### config.mk
export PLATFORM = sky130hd
export DESIGN_NAME = hex_scan_driver
export DESIGN_NICKNAME = d
export VERILOG_FILES = /design/src/rtl/hex_scan_driver_pkg.sv /design/src/rtl/scan_prescaler.sv /design/src/rtl/hex_scan_driver.sv
export SDC_FILE = /design/constraint.sdc
export NUM_CORES = 1
export LEC_CHECK = 0
export CAP_MARGIN = 20
export CORE_AREA = 3 3 97 53
export DETAILED_ROUTE_END_ITERATION = 6
export DIE_AREA = 0 0 100 56
export PLACE_DENSITY = 0.82
export SYNTH_ARGS = -nofsm -noshare
export SYNTH_HDL_FRONTEND = slang
export SYNTH_HIERARCHICAL = 1
export SYNTH_SLANG_ARGS = --single-unit
### constraint.sdc
create_clock -name clk -period 5.5 [get_ports clk]
set_clock_uncertainty 0.2 [all_clocks]
set_input_delay 1.65 -clock clk [delete_from_list [all_inputs] [get_ports clk]]
set_output_delay 1.65 -clock clk [all_outputs]
set_load 0.005 [all_outputs]
### src/rtl/hex_scan_driver_pkg.sv
// rtl/hex_scan_driver_pkg.sv - shared constants and helpers for the hex scan driver
package hex_scan_driver_pkg;

    // Default scan timing: clocks per digit slot and blanking gap at slot start
    localparam int DEF_SCAN_DIV  = 50000;
    localparam int DEF_BLANK_CYC = 500;

    // All digit enables off (active-low), wide enough for the largest legal display
    localparam logic [7:0] DIG_OFF = 8'hFF;

    // Counter width that stays at least one bit even for a range of one
    function automatic int clog2_min1(input int n);
        return (n > 1) ? $clog2(n) : 1;
    endfunction

endpackage

### src/rtl/scan_prescaler.sv
// rtl/scan_prescaler.sv - slot cycle counter and digit index counter for the scan
module scan_prescaler
    import hex_scan_driver_pkg::*;
#(
    parameter int N_DIGITS = 4,
    parameter int SCAN_DIV = DEF_SCAN_DIV,
    parameter int CNT_W    = clog2_min1(SCAN_DIV),
    parameter int IDX_W    = clog2_min1(N_DIGITS)
) (
    input  logic             clk,
    input  logic             rst,
    output logic             fb,
    output logic [CNT_W-1:0] cnt,
    output logic [IDX_W-1:0] idx
);

    logic [CNT_W-1:0] r_cnt;
    logic [IDX_W-1:0] r_idx;
    logic             w_slot_end;
    logic             w_idx_last;

    assign w_slot_end = (r_cnt == CNT_W'(SCAN_DIV - 1));
    assign w_idx_last = (r_idx == IDX_W'(N_DIGITS - 1));

    // Cycle counter wraps every slot; digit index advances at each slot end
    always_ff @(posedge clk) begin
        if (rst) begin
            r_cnt <= '0;
            r_idx <= '0;
        end else if (w_slot_end) begin
            r_cnt <= '0;
            r_idx <= w_idx_last ? '0 : r_idx + IDX_W'(1);
        end else begin
            r_cnt <= r_cnt + CNT_W'(1);
        end
    end

    assign fb  = w_slot_end && w_idx_last;
    assign cnt = r_cnt;
    assign idx = r_idx;

endmodule

### src/rtl/hex_scan_driver.sv
// rtl/hex_scan_driver.sv - multiplexed N-digit hex display scan driver with frame-synchronous update
module hex_scan_driver
    import hex_scan_driver_pkg::*;
#(
    parameter int N_DIGITS  = 4,
    parameter int SCAN_DIV  = DEF_SCAN_DIV,
    parameter int BLANK_CYC = DEF_BLANK_CYC
) (
    input  logic                  clk,
    input  logic                  rst,
    input  logic                  load,
    input  logic [4*N_DIGITS-1:0] value,
    input  logic                  lz_blank,
    output logic [3:0]            D,
    output logic [N_DIGITS-1:0]   DIG,
    output logic                  pending,
    output logic                  frame_tick
);

    localparam int CNT_W = clog2_min1(SCAN_DIV);
    localparam int IDX_W = clog2_min1(N_DIGITS);

    logic                  w_fb;
    logic [CNT_W-1:0]      w_cnt;
    logic [IDX_W-1:0]      w_idx;
    logic                  w_gap;
    logic [N_DIGITS-1:0]   w_zero_from;
    logic [3:0]            w_d;
    logic [N_DIGITS-1:0]   w_dig;

    logic [4*N_DIGITS-1:0] r_pend;
    logic [4*N_DIGITS-1:0] r_disp;
    logic                  r_pending;
    logic                  r_frame_tick;
    logic                  r_lz;

    scan_prescaler #(
        .N_DIGITS (N_DIGITS),
        .SCAN_DIV (SCAN_DIV),
        .CNT_W    (CNT_W),
        .IDX_W    (IDX_W)
    ) u_prescaler (
        .clk (clk),
        .rst (rst),
        .fb  (w_fb),
        .cnt (w_cnt),
        .idx (w_idx)
    );

    // Double buffer: loads park in r_pend, the display copy changes only on the frame boundary
    always_ff @(posedge clk) begin
        if (rst) begin
            r_pend    <= '0;
            r_disp    <= '0;
            r_pending <= 1'b0;
        end else if (w_fb) begin
            if (load) begin
                r_disp    <= value;
                r_pending <= 1'b0;
            end else if (r_pending) begin
                r_disp    <= r_pend;
                r_pending <= 1'b0;
            end
        end else if (load) begin
            r_pend    <= value;
            r_pending <= 1'b1;
        end
    end

    // Frame tick marks slot 0 cycle 0; lz_blank is registered to keep inputs off the output path
    always_ff @(posedge clk) begin
        if (rst) begin
            r_frame_tick <= 1'b0;
            r_lz         <= 1'b0;
        end else begin
            r_frame_tick <= w_fb;
            r_lz         <= lz_blank;
        end
    end

    assign w_gap = (w_cnt < CNT_W'(BLANK_CYC));

    // w_zero_from[i] is set when every nibble at position i and above is zero
    always_comb begin
        w_zero_from = '0;
        w_zero_from[N_DIGITS-1] = (r_disp[4*(N_DIGITS-1) +: 4] == 4'h0);
        for (int i = N_DIGITS - 2; i >= 0; i--) begin
            w_zero_from[i] = w_zero_from[i+1] && (r_disp[4*i +: 4] == 4'h0);
        end
    end

    // Select the current nibble and enable at most one digit outside the gap
    always_comb begin
        w_d   = 4'h0;
        w_dig = DIG_OFF[N_DIGITS-1:0];
        for (int i = 0; i < N_DIGITS; i++) begin
            if (w_idx == IDX_W'(i)) begin
                w_d = r_disp[4*i +: 4];
                if (!w_gap && !((i != 0) && r_lz && w_zero_from[i])) begin
                    w_dig[i] = 1'b0;
                end
            end
        end
    end

    assign D          = w_d;
    assign DIG        = w_dig;
    assign pending    = r_pending;
    assign frame_tick = r_frame_tick;

endmodule

-- After elaboration in Yosys (flattened, before gate mapping)
Index checks and enable logic that the tools add are counted.
- add/sub/neg operators: 2
- multiply operators: 0
- divide/modulo/power cells: 0
- order comparisons: 1
- equal/unequal tests: 4
- shifts and indexed selects: 0
- multiplexer cells: 15
- bitwise operators: 1
- reductions and logical operators: 22
- operators by type and width (cell ; count):
    16-bit 2-to-1 mux ; 2
    16-bit by 1-bit adder with 16-bit output, second input constant ; 1
    16-bit == test, second input constant ; 1
    16-bit by 9-bit less-than comparator with 1-bit output, second input constant ; 1
    4-bit 2-to-1 mux ; 4
    4-bit logical NOT ; 3
    1-bit logical AND ; 9
    1-bit 2-to-1 mux ; 8
    2-bit == test, second input constant ; 2
    1-bit logical NOT ; 4
    2-bit AND reduction ; 2
    2-bit OR reduction ; 2
    2-bit by 1-bit adder with 2-bit output, second input constant ; 1
    2-bit by 1-bit == test with 1-bit output, second input constant ; 1
    2-bit logical NOT ; 1
    2-bit 2-to-1 mux ; 1
    2-bit nonzero test ; 1
    1-bit NOT ; 1
- register bits after elaboration: 53
- latch bits: 0
- RAM bits: 0
- bits in read-only memories: 0
- bits of input ports: 20
- output and inout port bits: 10
- memories kept: 0

-- Logic depth before layout (Yosys ltp)
Gate-level depths: netlist of run 1.
- depth in word-level cells: 8
- gate-level depth with buffers: 9
- gate-level depth less buffers: 7

-- Cells and area by module
Netlist of run 1, hierarchy kept.
- modules (own cells, without submodules) (module ; times used ; cells an instance ; area each (um2)):
    hex_scan_driver ; 1 ; 174 ; 1714.1
    scan_prescaler ; 1 ; 94 ; 825.8

-- Worst setup path after synthesis of run 1
Ideal clock, no wire load.
- kind: register to output
- start point: register u_prescaler.r_cnt[7], in the netlist u_prescaler/cnt[7]
- end point: output DIG[0]
- arrival time: 1087 ps
- data required time: 3650 ps
- slack: 2563 ps
- cell stages (with the launch flop): 5
- cells stage by stage: dfxtp_1 nand4_1 nor2_1 or2_1 or3b_1
- longest elaborated chain between the ends: 3
- RTL lines (item ; RTL line ; text):
    start: declaration ; scan_prescaler.sv:17 ; logic [CNT_W-1:0] r_cnt;
    start signal: assignment ; scan_prescaler.sv:34 ; r_cnt <= r_cnt + CNT_W'(1);
    16-bit by 9-bit less-than comparator with 1-bit output ; hex_scan_driver.sv:81 ; assign w_gap = (w_cnt < CNT_W'(BLANK_CYC));
    1-bit 2-to-1 mux ; hex_scan_driver.sv:99 ; if (!w_gap && !((i != 0) && r_lz && w_zero_from[i])) begin
    1-bit 2-to-1 mux ; hex_scan_driver.sv:97 ; if (w_idx == IDX_W'(i)) begin
    end: declaration ; hex_scan_driver.sv:15 ; output logic [N_DIGITS-1:0] DIG,
Every way passes these cells.

-- Final worst setup path of run 1
- start point: register u_prescaler.r_cnt[11], in the netlist u_prescaler/cnt[11]
- end point: output DIG[0]
The elaborated chain is that of the path after synthesis.

==> results.json, run 1 <==
{
  "power.leakage_nw": 0.999,
  "worst_skew_pair.late_latency_ns": 0.31,
  "path_max_fanout": 8,
  "status": "complete, no violations",
  "syn_area_mm2": 0.00254,
  "async_flop_share": 0,
  "antenna_found_initial": 0,
  "slew_headroom": 0.279,
  "grt_max_degree": 40,
  "ys_warn_count": 6,
  "syn_inst": 268,
  "area_growth_syn_to_layout_pct": 13.7,
  "crit_slowest_cell": "clkdlybuf4s50_1",
  "hold_class": "flop to flop",
  "totalWireLength_um": 4950,
  "vias": 1963,
  "cp.required_ns": 3.65,
  "met3_usage": 0.0451,
  "powerDensity_mw_per_mm2": 240,
  "r2r.worst_path.cells": 6,
  "grt-busiest-layer": "met2",
  "htree_levels": 2,
  "nets": 310,
  "routedWlPerCell_um": 14.3,
  "synthFlopType": "dfxtp_1",
  "fin_hold_ws_ns": 0.261,
  "grtUsageMet2": 0.303,
  "clk_path_buf_depth": 2,
  "reg2reg_slack_ns": 2.61,
  "layout-drive-gt1-share": 0.163,
  "slowest_delay_ns": 0.49,
  "final-setup-viol-count": 0,
  "cp-start-kind": "flop",
  "synth_nets": 290,
  "grtUsageTotal": 0.187,
  "synth_edf_count": 0,
  "max-vdd-ir-drop_mv": 0.130,
  "die_width_um": 100,
  "core_area_mm2": 0.00432,
  "grt_pass1_wl_um": 8440,
  "design.portCount": 30,
  "fmax_mhz": 260,
  "port_buffers": 29,
  "cts_setup_buffers": 0,
  "r2r_start": "u_prescaler/cnt[7]$_SDFF_PP0_",
  "cts_hold_buffers": 0,
  "rsz0062_at_grt": "no",
  "regToRegEndpoint": "r_disp[0]$_SDFFE_PP0P_",
  "first_global_vias": 1837,
  "fp-row-count": 17,
  "tightest_slew_ns": 1.08,
  "fin_crit_sh": 0.698,
  "crit_start": "u_prescaler/cnt[11]$_SDFF_PP0_",
  "initial_utilization": 0.588,
  "dr.first_iter.drc_count": 65,
  "cts_tree": "done",
  "synthDistinctLibCells": 42,
  "finalHoldViolations": 0,
  "clkSinkCount": 53,
  "p_total_uw": 695,
  "drc_errors": 0,
  "post-route-min-period_ns": 3.84,
  "cap_violations": 0,
  "ant_nets": 0,
  "cts.clk_slew.worst_paths_ns": 0.09,
  "fin_tns_setup_ns": 0,
  "drv_slew": 0,
  "place_congestion": 0.847,
  "drt_pass1_iterations": 6,
  "cts_made_buffers": 5,
  "globalRouteOverflowTotal": 0,
  "end_kind": "output port",
  "final_common_cell": "dfxtp_1",
  "crit_path_end": "DIG[0]",
  "viasPerCell": 5.67,
  "die_h_um": 56,
  "avgSynthCellArea_um2": 9.48,
  "fin_ws_ns": 1.66,
  "crit_type": "flop to output port",
  "clock-root-buffer": "clkbuf_8",
  "die_area_mm2": 0.00560,
  "crit_chain": "nor4_1 > nand2_1 > or2_1 > or3b_1 > clkdlybuf4s50_1",
  "dp.final_hpwl_um": 3450,
  "synth-seq-area-share": 0.418,
  "cts_resized": 0,
  "use_met1": 0.241,
  "dp_slack_ns": 1.58,
  "arrival_ns": 1.99,
  "n_antenna_cell": 0,
  "ys_ff_latch": 53,
  "mostFrequentLayoutCells": "53 x dfxtp_1, 35 x nand2_1, 29 x clkdlybuf4s50_1"
}
==> cell type report <==
class,instances,area (um2)
Fill cell,348,1430
Tap cell,57,71.3
Multi-Input combinational cell,195,1340
Sequential cell,53,1060
Timing Repair Buffer,31,305
Clock inverter,1,5.00
Clock buffer,7,96.3
Inverter,2,7.51
==> cells in the mapped netlist (all sizes together) (2+ instances only) <==
cell type,instances,share of area
and3,2,0.0049
nand3,9,0.018
inv,2,0.0030
nor2b,4,0.011
mux2i,16,0.063
nand2b,2,0.0049
a21oi,19,0.037
xnor2,9,0.031
ha,2,0.0099
nor4,7,0.017
o21ai,4,0.0079
nand4,6,0.015
nand2,35,0.052
xor2,4,0.014
nor3,5,0.0099
and2,2,0.0049
and4,2,0.0069
dfxtp,53,0.42
buf,13,0.044
mux4,4,0.035
or3b,2,0.0069
clkbuf,5,0.0089
or4,3,0.010
nor2,35,0.067
a211oi,16,0.077
==> metrics by stage <==
| step | util | instance area [um2] | cells |
|---|---|---|---|
| finish | 0.669 | 2890 | 346 |
| global route | 0.669 | 2890 | 346 |
| CTS | 0.669 | 2890 | 346 |
| detailed placement | 0.646 | 2790 | 338 |
| global placement | 0.646 | 2790 | 338 |
| floorplan | - | 2540 | 268 |
==> logic make-up (layout without fill, tap and decap cells) <==
group                      Yosys count  in the layout  synth area share
and+or+nand+nor                    118            118             0.240
DFF                                 53             53             0.418
AOI/OAI and AO/OA                   42             42             0.133
muxes                               20             20            0.0985
buffers and inverters               20             41            0.0557
xor gates and xnor gates            13             13            0.0448
adders and majority gates            2              2           0.00985
==> power breakdown <==
group	total, mW	switching [mW]	internal, mW
Combinational	0.0547	0.0287	0.0260
Sequential	0.398	0.00545	0.393
Clock	0.242	0.128	0.114
Total	0.695	0.162	0.533
==> critical path, delay by kind of cell, from the launching register on <==
kind,cells,cell delay (ns)
buffers and inverters,1,0.49
flip-flops,1,0.40
AND/OR/NAND/NOR,4,0.80
==> registers in the layout, summed over array words and instances (netlist names) <==
name and count:
r_lz 1, u_prescaler/idx 2, u_prescaler/cnt 16, r_disp 16, pending 1, r_pend 16, frame_tick 1
==> worst min-delay path by stage <==
stage | start | endpoint | cells past startpoint
floorplan | u_prescaler/cnt[0]$_SDFF_PP0_ | u_prescaler/cnt[0]$_SDFF_PP0_ | 1
global placement | u_prescaler/cnt[0]$_SDFF_PP0_ | u_prescaler/cnt[0]$_SDFF_PP0_ | 1
detailed placement | r_pend[1]$_SDFFE_PP0P_ | r_pend[1]$_SDFFE_PP0P_ | 2
CTS | r_pend[1]$_SDFFE_PP0P_ | r_pend[1]$_SDFFE_PP0P_ | 2
global route | r_pend[13]$_SDFFE_PP0P_ | r_pend[13]$_SDFFE_PP0P_ | 2
finish | r_pend[5]$_SDFFE_PP0P_ | r_pend[5]$_SDFFE_PP0P_ | 2
==> layer usage <==
metal	wire length (um)	vias to the layer above
met5	0	-
met4	60	0
met3	223	7
met2	2330	32
met1	2340	936
li1	-	988
(Power assumes the default switching activity.)
==> run 2, diff against run 1 <==
--- a/config.mk
+++ b/config.mk
@@ -6,10 +6,10 @@
 export NUM_CORES = 1
 export LEC_CHECK = 0
 export CAP_MARGIN = 20
-export CORE_AREA = 3 3 97 53
+export CORE_AREA = 3 3 101 55
 export DETAILED_ROUTE_END_ITERATION = 6
-export DIE_AREA = 0 0 100 56
-export PLACE_DENSITY = 0.82
+export DIE_AREA = 0 0 104 58
+export PLACE_DENSITY = 0.76
 export SYNTH_ARGS = -nofsm -noshare
 export SYNTH_HDL_FRONTEND = slang
 export SYNTH_HIERARCHICAL = 1
==> constraint.sdc (replaced) <==
create_clock -name clk -period 4 [get_ports clk]
set_clock_uncertainty 0.2 [all_clocks]
set_input_delay 1.2 -clock clk [delete_from_list [all_inputs] [get_ports clk]]
set_output_delay 1.2 -clock clk [all_outputs]
set_load 0.005 [all_outputs]
==> results.json, run 2 (synthesis gave the netlist of run 1 again) <==
{
  "arrival_ns": 2.06,
  "routedWlPerCell_um": 14.7,
  "core_area_mm2": 0.00477,
  "design_area_mm2": 0.00293,
  "grtUsageTotal": 0.183,
  "drv_slew": 0,
  "slew_headroom": 0.565,
  "initial_utilization": 0.532,
  "hold_class": "flop to flop",
  "ant_nets": 0,
  "holdPathStages": 2,
  "viasPerCell": 5.46,
  "final_util": 0.613,
  "cts.clk_slew.worst_paths_ns": 0.09,
  "fin_hold_ws_ns": 0.258,
  "critPathTopFamily": "simple AND/OR/NAND/NOR gates",
  "fp-row-count": 18,
  "slowest_delay_ns": 0.50,
  "fin_tns_setup_ns": 0,
  "post_dp_cell_area_mm2": 0.00283,
  "post-route-min-period_ns": 3.46,
  "end_kind": "output port",
  "totalWireLength_um": 5320,
  "place_congestion": 0.863,
  "dr.first_iter.drc_count": 83,
  "powerDensity_mw_per_mm2": 324,
  "crit_type": "flop to output port",
  "cts_resized": 0,
  "tightest_slew_ns": 0.651,
  "crit_buf_inv": 1,
  "cts_made_buffers": 5,
  "cap_violations": 0,
  "crit_chain": "nor4_1 > nand2_1 > or2_1 > or3b_1 > clkdlybuf4s50_1",
  "clock-root-buffer": "clkbuf_8",
  "r2r.worst_path.cells": 7,
  "drc_errors": 0,
  "final_common_cell": "dfxtp_1",
  "power.leakage_nw": 1.02,
  "cp_num_cells": 5,
  "cp-start-kind": "flop",
  "dp.final_hpwl_um": 3830,
  "worst_skew_pair.late_latency_ns": 0.31,
  "cts_hold_buffers": 0,
  "area_growth_syn_to_layout_pct": 15.3,
  "port_buffers": 29,
  "rsz0062_at_grt": "no",
  "cts_tree": "done",
  "die_width_um": 104,
  "nets": 313,
  "die_h_um": 58,
  "crit_slowest_cell": "clkdlybuf4s50_1",
  "first_global_vias": 1744,
  "final-setup-viol-count": 0,
  "globalRouteOverflowTotal": 0,
  "mostFrequentLayoutCells": "53 x dfxtp_1, 35 x nand2_1, 29 x clkdlybuf4s50_1",
  "drt_pass1_iterations": 4,
  "die_area_mm2": 0.00603,
  "cts_setup_buffers": 0,
  "clkSinkCount": 53,
  "grt_max_degree": 38,
  "fin_crit_sh": 0.866,
  "grt_pass1_wl_um": 8750,
  "htree_levels": 2,
  "cp.required_ns": 2.60,
  "layout-drive-gt1-share": 0.171,
  "status": "complete, no violations",
  "vias": 1977,
  "antenna_found_initial": 0,
  "finalHoldViolations": 0,
  "fmax_mhz": 289,
  "clk_path_buf_depth": 2,
  "path_max_fanout": 8,
  "max-vdd-ir-drop_mv": 0.207,
  "n_antenna_cell": 0,
  "design.portCount": 30
}
## run 2: changes by cell type in the layout (fill, tap and decap cells not counted), sizes merged
cell,delta
buf,+3
## run 2: worst min-delay path: stages, from the launching register on
cell and delay, ns:
dfxtp_1 0.32, nand2_1 0.05, a21oi_1 0.05
## run 2: worst paths after layout
path / start / to / slack, ns
hold reg to reg: r_pend[7]$_SDFFE_PP0P_ / r_pend[7]$_SDFFE_PP0P_ / 0.26
hold / removal: r_pend[7]$_SDFFE_PP0P_ / r_pend[7]$_SDFFE_PP0P_ / 0.26
setup reg to reg: u_prescaler/cnt[7]$_SDFF_PP0_ / r_disp[11]$_SDFFE_PP0P_ / 1.12
setup / recovery: u_prescaler/cnt[11]$_SDFF_PP0_ / DIG[0] / 0.54
## run 2: layout make-up
type | count | area (um2)
Clock buffer | 7 | 96.3
Clock inverter | 1 | 5.00
Fill cell | 416 | 1850
Inverter | 2 | 7.51
Multi-Input combinational cell | 195 | 1340
Sequential cell | 53 | 1060
Tap cell | 70 | 87.6
Timing Repair Buffer | 34 | 328
## run 2: power breakdown
part | internal [mW] | total [mW] | switching (mW)
registers | 0.540 | 0.547 | 0.00749
logic | 0.0364 | 0.0768 | 0.0404
clock network | 0.157 | 0.326 | 0.169
total | 0.733 | 0.950 | 0.217
## run 2: metal layers
metal / track usage / vias up / part of all wire
li1: - / 985 / -
met1: 0.270 / 926 / 0.52
met2: 0.252 / 55 / 0.40
met3: 0.0556 / 11 / 0.064
met4: 0.0682 / 0 / 0.019
met5: 0 / - / 0
## run 2: per-stage QoR
step	instances	power [mW]	worst slack, ns
6_report	362	0.950	0.537
5_1_grt	362	0.995	0.453
4_1_cts	362	0.961	0.538
3_5_place_dp	354	0.636	0.891
3_3_place_gp	354	0.634	0.916
2_1_floorplan	268	0.604	1.51
